`config.mk`:
```
export PLATFORM = sky130hd
export DESIGN_NAME = inst_fetch_unit
export DESIGN_NICKNAME = d
export VERILOG_FILES = /design/src/rtl/inst_fetch_unit.sv
export SDC_FILE = /design/constraint.sdc
export NUM_CORES = 1
export LEC_CHECK = 0
export CORE_ASPECT_RATIO = 0.8
export CORE_MARGIN = 10
export CORE_UTILIZATION = 43
export DETAILED_ROUTE_END_ITERATION = 12
export HOLD_SLACK_MARGIN = 0.06
export PLACE_DENSITY = 0.86
export RECOVER_POWER = 50
export SETUP_SLACK_MARGIN = 0.2
export SLEW_MARGIN = 20
export SYNTH_ARGS = -nofsm -noshare
export SYNTH_HDL_FRONTEND = slang
export SYNTH_SLANG_ARGS = --single-unit
```
`constraint.sdc`:
```
create_clock -name clk -period 2.3 [get_ports clk]
set_input_delay 0.23 -clock clk [delete_from_list [all_inputs] [get_ports clk]]
set_output_delay 0.23 -clock clk [all_outputs]
set_load 0.02 [all_outputs]
```
`src/rtl/inst_fetch_unit.sv`:
```
// Instruction fetch unit: owns the architectural PC, fetches over a req/ack handshake,
// hands inst/pc to the control stage and halts on misaligned-PC or fetch-timeout faults.
module inst_fetch_unit #(
  parameter logic [31:0] RESET_PC = 32'h0040_0000,
  parameter int unsigned TIMEOUT  = 255
) (
  input  logic        clk,
  input  logic        rst_n,
  output logic        imem_req,
  output logic [31:0] imem_addr,
  input  logic        imem_ack,
  input  logic [31:0] imem_rdata,
  output logic [31:0] inst,
  output logic [31:0] pc,
  output logic        inst_valid,
  input  logic [31:0] next_pc,
  input  logic        commit,
  input  logic        stall,
  output logic        fault,
  output logic [1:0]  fault_code,
  output logic [31:0] retired
);

  typedef enum logic [1:0] {
    BOOT  = 2'b00,
    FETCH = 2'b01,
    EXEC  = 2'b10,
    FAULT = 2'b11
  } state_e;

  localparam logic [7:0] TIMEOUT_C  = 8'(TIMEOUT);
  localparam logic [1:0] CODE_NONE  = 2'b00;
  localparam logic [1:0] CODE_ALIGN = 2'b01;
  localparam logic [1:0] CODE_TMO   = 2'b10;

  state_e      state_q, state_d;
  logic [31:0] pc_q, pc_d;
  logic [31:0] inst_q, inst_d;
  logic [31:0] retired_q, retired_d;
  logic        inst_valid_q, inst_valid_d;
  logic [1:0]  fault_code_q, fault_code_d;
  logic [7:0]  wait_q, wait_d;
  logic [7:0]  wait_inc;
  logic        pc_aligned;

  assign wait_inc   = wait_q + 8'd1;
  assign pc_aligned = (pc_q[1:0] == 2'b00);

  always_comb begin
    state_d      = state_q;
    pc_d         = pc_q;
    inst_d       = inst_q;
    retired_d    = retired_q;
    inst_valid_d = inst_valid_q;
    fault_code_d = fault_code_q;
    wait_d       = wait_q;
    imem_req     = 1'b0;
    case (state_q)
      BOOT: state_d = FETCH;
      FETCH: begin
        // A misaligned PC faults before any request is ever raised for it.
        if (!pc_aligned) begin
          state_d      = FAULT;
          fault_code_d = CODE_ALIGN;
        end else begin
          imem_req = 1'b1;
          if (imem_ack) begin
            inst_d       = imem_rdata;
            inst_valid_d = 1'b1;
            state_d      = EXEC;
          end else begin
            wait_d = wait_inc;
            if (wait_inc == TIMEOUT_C) begin
              state_d      = FAULT;
              fault_code_d = CODE_TMO;
            end
          end
        end
      end
      EXEC: begin
        if (commit && !stall) begin
          pc_d         = next_pc;
          inst_valid_d = 1'b0;
          retired_d    = retired_q + 32'd1;
          wait_d       = 8'd0;
          state_d      = FETCH;
        end
      end
      FAULT: inst_valid_d = 1'b0;
      default: state_d = FAULT;
    endcase
  end

  always_ff @(posedge clk or negedge rst_n) begin
    if (!rst_n) begin
      state_q      <= BOOT;
      pc_q         <= RESET_PC;
      inst_q       <= 32'd0;
      retired_q    <= 32'd0;
      inst_valid_q <= 1'b0;
      fault_code_q <= CODE_NONE;
      wait_q       <= 8'd0;
    end else begin
      state_q      <= state_d;
      pc_q         <= pc_d;
      inst_q       <= inst_d;
      retired_q    <= retired_d;
      inst_valid_q <= inst_valid_d;
      fault_code_q <= fault_code_d;
      wait_q       <= wait_d;
    end
  end

  assign imem_addr  = pc_q;
  assign pc         = pc_q;
  assign inst       = inst_q;
  assign inst_valid = inst_valid_q;
  assign retired    = retired_q;
  assign fault      = (state_q == FAULT);
  assign fault_code = fault_code_q;

endmodule

```
==> summary.md <==
| Metric | Value |
|---|---|
| Largest family of logic cells by synthesized area | simple AND/OR/NAND/NOR gates |
| Final hold violations | 0 |
| Worst Clk Skew | 0.00795 ns |
| Clock sinks | 109 |
| Adder-Cell Fraction of Synth Area | 0.00756 |
| P per Cell Area | 1110 nW/µm² |
| First-pass GRT wire length | 21500 µm |
| Post-Syn Instances | 450 |
| GPL Wtd Cong | 0.820 |
| DP Area | 6910 µm² |
| Sequential area share after synthesis | 0.550 |
| Synth unique cells | 47 |
| Total GRT Usage | 0.162 |
| H-tree depth | 3 |
| Total power | 7.99 mW |
| Area fraction in compound gates after synthesis | 0.0423 |
| Routed Antenna Nets | 0 |
| Clock tree root driver cell | clkbuf_16 |
| Die area | 16300 µm² |
| Fin crit period | 2.03 ns |
| Reg-to-Reg End | wait_q[5]$_DFFE_PN0P_ |
| Post-Syn Nets | 522 |
| Layout cell share with drive strength beyond 1 | 0.0973 |
| Net count, final | 694 |
| R2r worst-path depth | 5 |
| Die W | 140 µm |
| Post-route setup slack | 0.270 ns |
| Vias after detailed routing | 3884 |
| Placement Setup Slack | 0.268 ns |
| Die H | 116 µm |
| Status | finished clean |
| Largest net degree at the start of global routing | 56 |
| VDD IR max | 0.586 mV |
| Vias/cell | 5.01 |
| Initial antenna violation count | 0 |
| Drc violations | 0 |
| Routed wire per std cell | 17.4 µm |
| Num CTS Buffers | 9 |
| Avg Cell Area, Syn | 11.0 µm² |
| Detailed Place HPWL | 10500 µm |
| Rel. slew slack | 0.218 |
| Post-route design area | 7230 µm² |
| Crit path launch type | flop |
| Endpoints failing setup | 0 |
| Crit share post-route | 0.883 |
| Worst skew pair latency | 0.34 ns |
| Antenna diode count | 0 |
| Row cnt | 35 |
| Max_cap viols | 0 |
| TritonCTS clock tree | done |
| Syn. warnings | 0 |
| Crit-path max FO | 36 |
| R2R setup slack | 0.27 ns |
| CP endpoint kind | flop |
| Port bufs | 201 |
| CORE AREA | 11400 µm² |
| Vias in the first global route | 4107 |
| Grt total ovfl | 0 |
| Worst slew pin tran | 1.17 ns |
| WHS | 0.348 ns |
| Data arrival, critical path | 2.25 ns |
| Setup Fix Bufs, Post-CTS | 0 |
| Worst Path Required | 2.52 ns |
| Clock slew at reported path FFs | 0.07 ns |
| Post-synthesis xor/xnor area fraction | 0.0565 |
| Drt first pass iters | 4 |
| Routed wire length | 13500 µm |
| Cell Area, Synth | 4960 µm² |
| Achievable frequency | 493 MHz |
| Simple-gate share of the synthesized area | 0.179 |
| Hold Crit Class | input port to async pin |
| Starting Density | 0.436 |
| Critical Setup Path Class | flop to flop |
| Max clock buf depth | 2 |
| RSZ-0062 raised after global routing | false |
| Layout area overhead | 45.5% |
| Multiplexer area fraction after synthesis | 0.0945 |
| Slew Limit Fails | 0 |
| Lkg Pwr | 3.34 nW |
| Flop and latch count out of synthesis | 109 |
| Reg2reg start | state_q[0]$_DFFE_PN0P_ |
| I/O pins | 202 |
| Starting DRT DRC Count | 316 |
| Fin Setup TNS | 0 ns |
worst max-delay path, stage by stage, from the launching register on:
cell      delay [ns]
dfrtp_1         0.46
and4bb_1        0.32
clkbuf_2        0.58
a21oi_1         0.23
o21ai_1         0.23
o41ai_2         0.09
sequential cells by signal, summed over array words and instances, names as in the netlist:
register    flops
imem_addr      32
fault_code      2
inst_valid      1
retired        32
state_q         2
inst           32
wait_q          8
how the worst max path moves through the flow:
stage | startpoint | end | slack, ns | depth (start not counted)
after floorplan | imem_addr[1]$_DFFE_PN0P_ | inst[10]$_DFFE_PN0P_ | 0.45 | 5
after global placement | state_q[1]$_DFFE_PN0P_ | imem_req | 0.30 | 3
after detailed placement | state_q[1]$_DFFE_PN0P_ | imem_req | 0.27 | 3
after CTS | state_q[1]$_DFFE_PN0P_ | imem_req | 0.24 | 3
after global routing | state_q[0]$_DFFE_PN0P_ | wait_q[2]$_DFFE_PN0P_ | 0.10 | 5
final | state_q[0]$_DFFE_PN0P_ | wait_q[5]$_DFFE_PN0P_ | 0.27 | 5
metal layers:
layer / GRT usage / part of all wire / wire length, µm / vias up
met1: 0.182 / 0.39 / 5260 / 1880
met4: 0.0446 / 0.012 / 160 / 0
met2: 0.281 / 0.50 / 6770 / 155
met3: 0.0679 / 0.094 / 1270 / 17
met5: 0 / 0 / 0 / -
li1: - / - / - / 1832
area by class of cell:
cell class | count | area (µm²)
Clock buffer | 10 | 239
Clock inverter | 6 | 91.3
Fill cell | 881 | 4160
Inverter | 6 | 23.8
Multi-Input combinational cell | 287 | 1880
Sequential cell | 109 | 2730
Tap cell | 148 | 185
Timing Repair Buffer | 209 | 2070
where the power goes:
group / leakage, nW / internal (mW) / switching (mW)
Clock: 0.164 / 0.994 / 0.690
Sequential: 1.41 / 2.48 / 0.445
Combinational: 1.76 / 1.75 / 1.64
Total: 3.34 / 5.22 / 2.77
what timing repair did:
action                                 4_1_cts  5_1_grt
endpoints found under the hold margin       26        0
setup endpoints to repair                    1        2
pin swaps                                    0        0
hold buffers                                 1        0
resized for setup                            3        1
Yosys cell counts (all sizes together):
master   count  share of area
xor2         7          0.012
a21oi        2         0.0020
nand2      113          0.087
dfstp        1         0.0053
a31oi        2         0.0025
ha           3         0.0076
nand3       19          0.019
inv          5         0.0038
o22ai        2         0.0025
nor2         7         0.0053
mux2        32          0.095
and4bb       1         0.0025
clkbuf       8         0.0060
nand2b       3         0.0038
clkinv       1         0.0010
o21ai       13          0.013
nand4bb      1         0.0023
nor2b        1         0.0013
buf         40          0.060
o2111ai      1         0.0018
o32ai        1         0.0018
and4         1         0.0018
nor4         5         0.0076
nand4       17          0.021
nor3         7         0.0071
o41ai        1         0.0033
xnor2       25          0.044
and3         9          0.011
o32a         1         0.0020
nor3b        1         0.0015
a21bo        1         0.0020
a21o         3         0.0045
o31a         1         0.0018
or4b         1         0.0028
dfrtp      108           0.54
o211ai       1         0.0015
o211a        1         0.0020
nand3b       1         0.0015
a21boi       1         0.0015
and2         2         0.0025
per-stage QoR:
step                cells  utilization
floorplan             450            -
global placement      758        0.607
detailed placement    758        0.607
CTS                   775        0.637
global route          775        0.635
finish                775        0.635
kinds of logic after synthesis:
group | count (synthesis)
and+or+nand+nor | 189
buffers and inverters | 54
DFF | 109
AOI/OAI and AO/OA | 31
adders and majority gates | 3
muxes | 32
xor gates and xnor gates | 32
cells in the final DEF, fill, tap and decap left out, types with 2 or more instances in the layout:
cell and count:
mux2_4 29, nand2_1 112, clkbuf_2 3, mux2_1 3, a21oi_1 2, o22ai_1 2
inv_6 3, bufinv_16 2, nor2_1 7, xor2_1 7, clkinv_2 2, a31oi_1 2
clkdlybuf4s50_1 175, clkbuf_16 9, nand2b_1 3, and2_1 2, nor4_1 4, dlygate4sd3_1 25
buf_4 2, dfrtp_1 107, nor3_1 7, a21o_1 3, ha_1 3, o21ai_1 12
nand3_1 19, and3_1 9, inv_1 5, nand4_1 17, xnor2_1 25
Note: power is estimated with default switching activity, not from simulation.
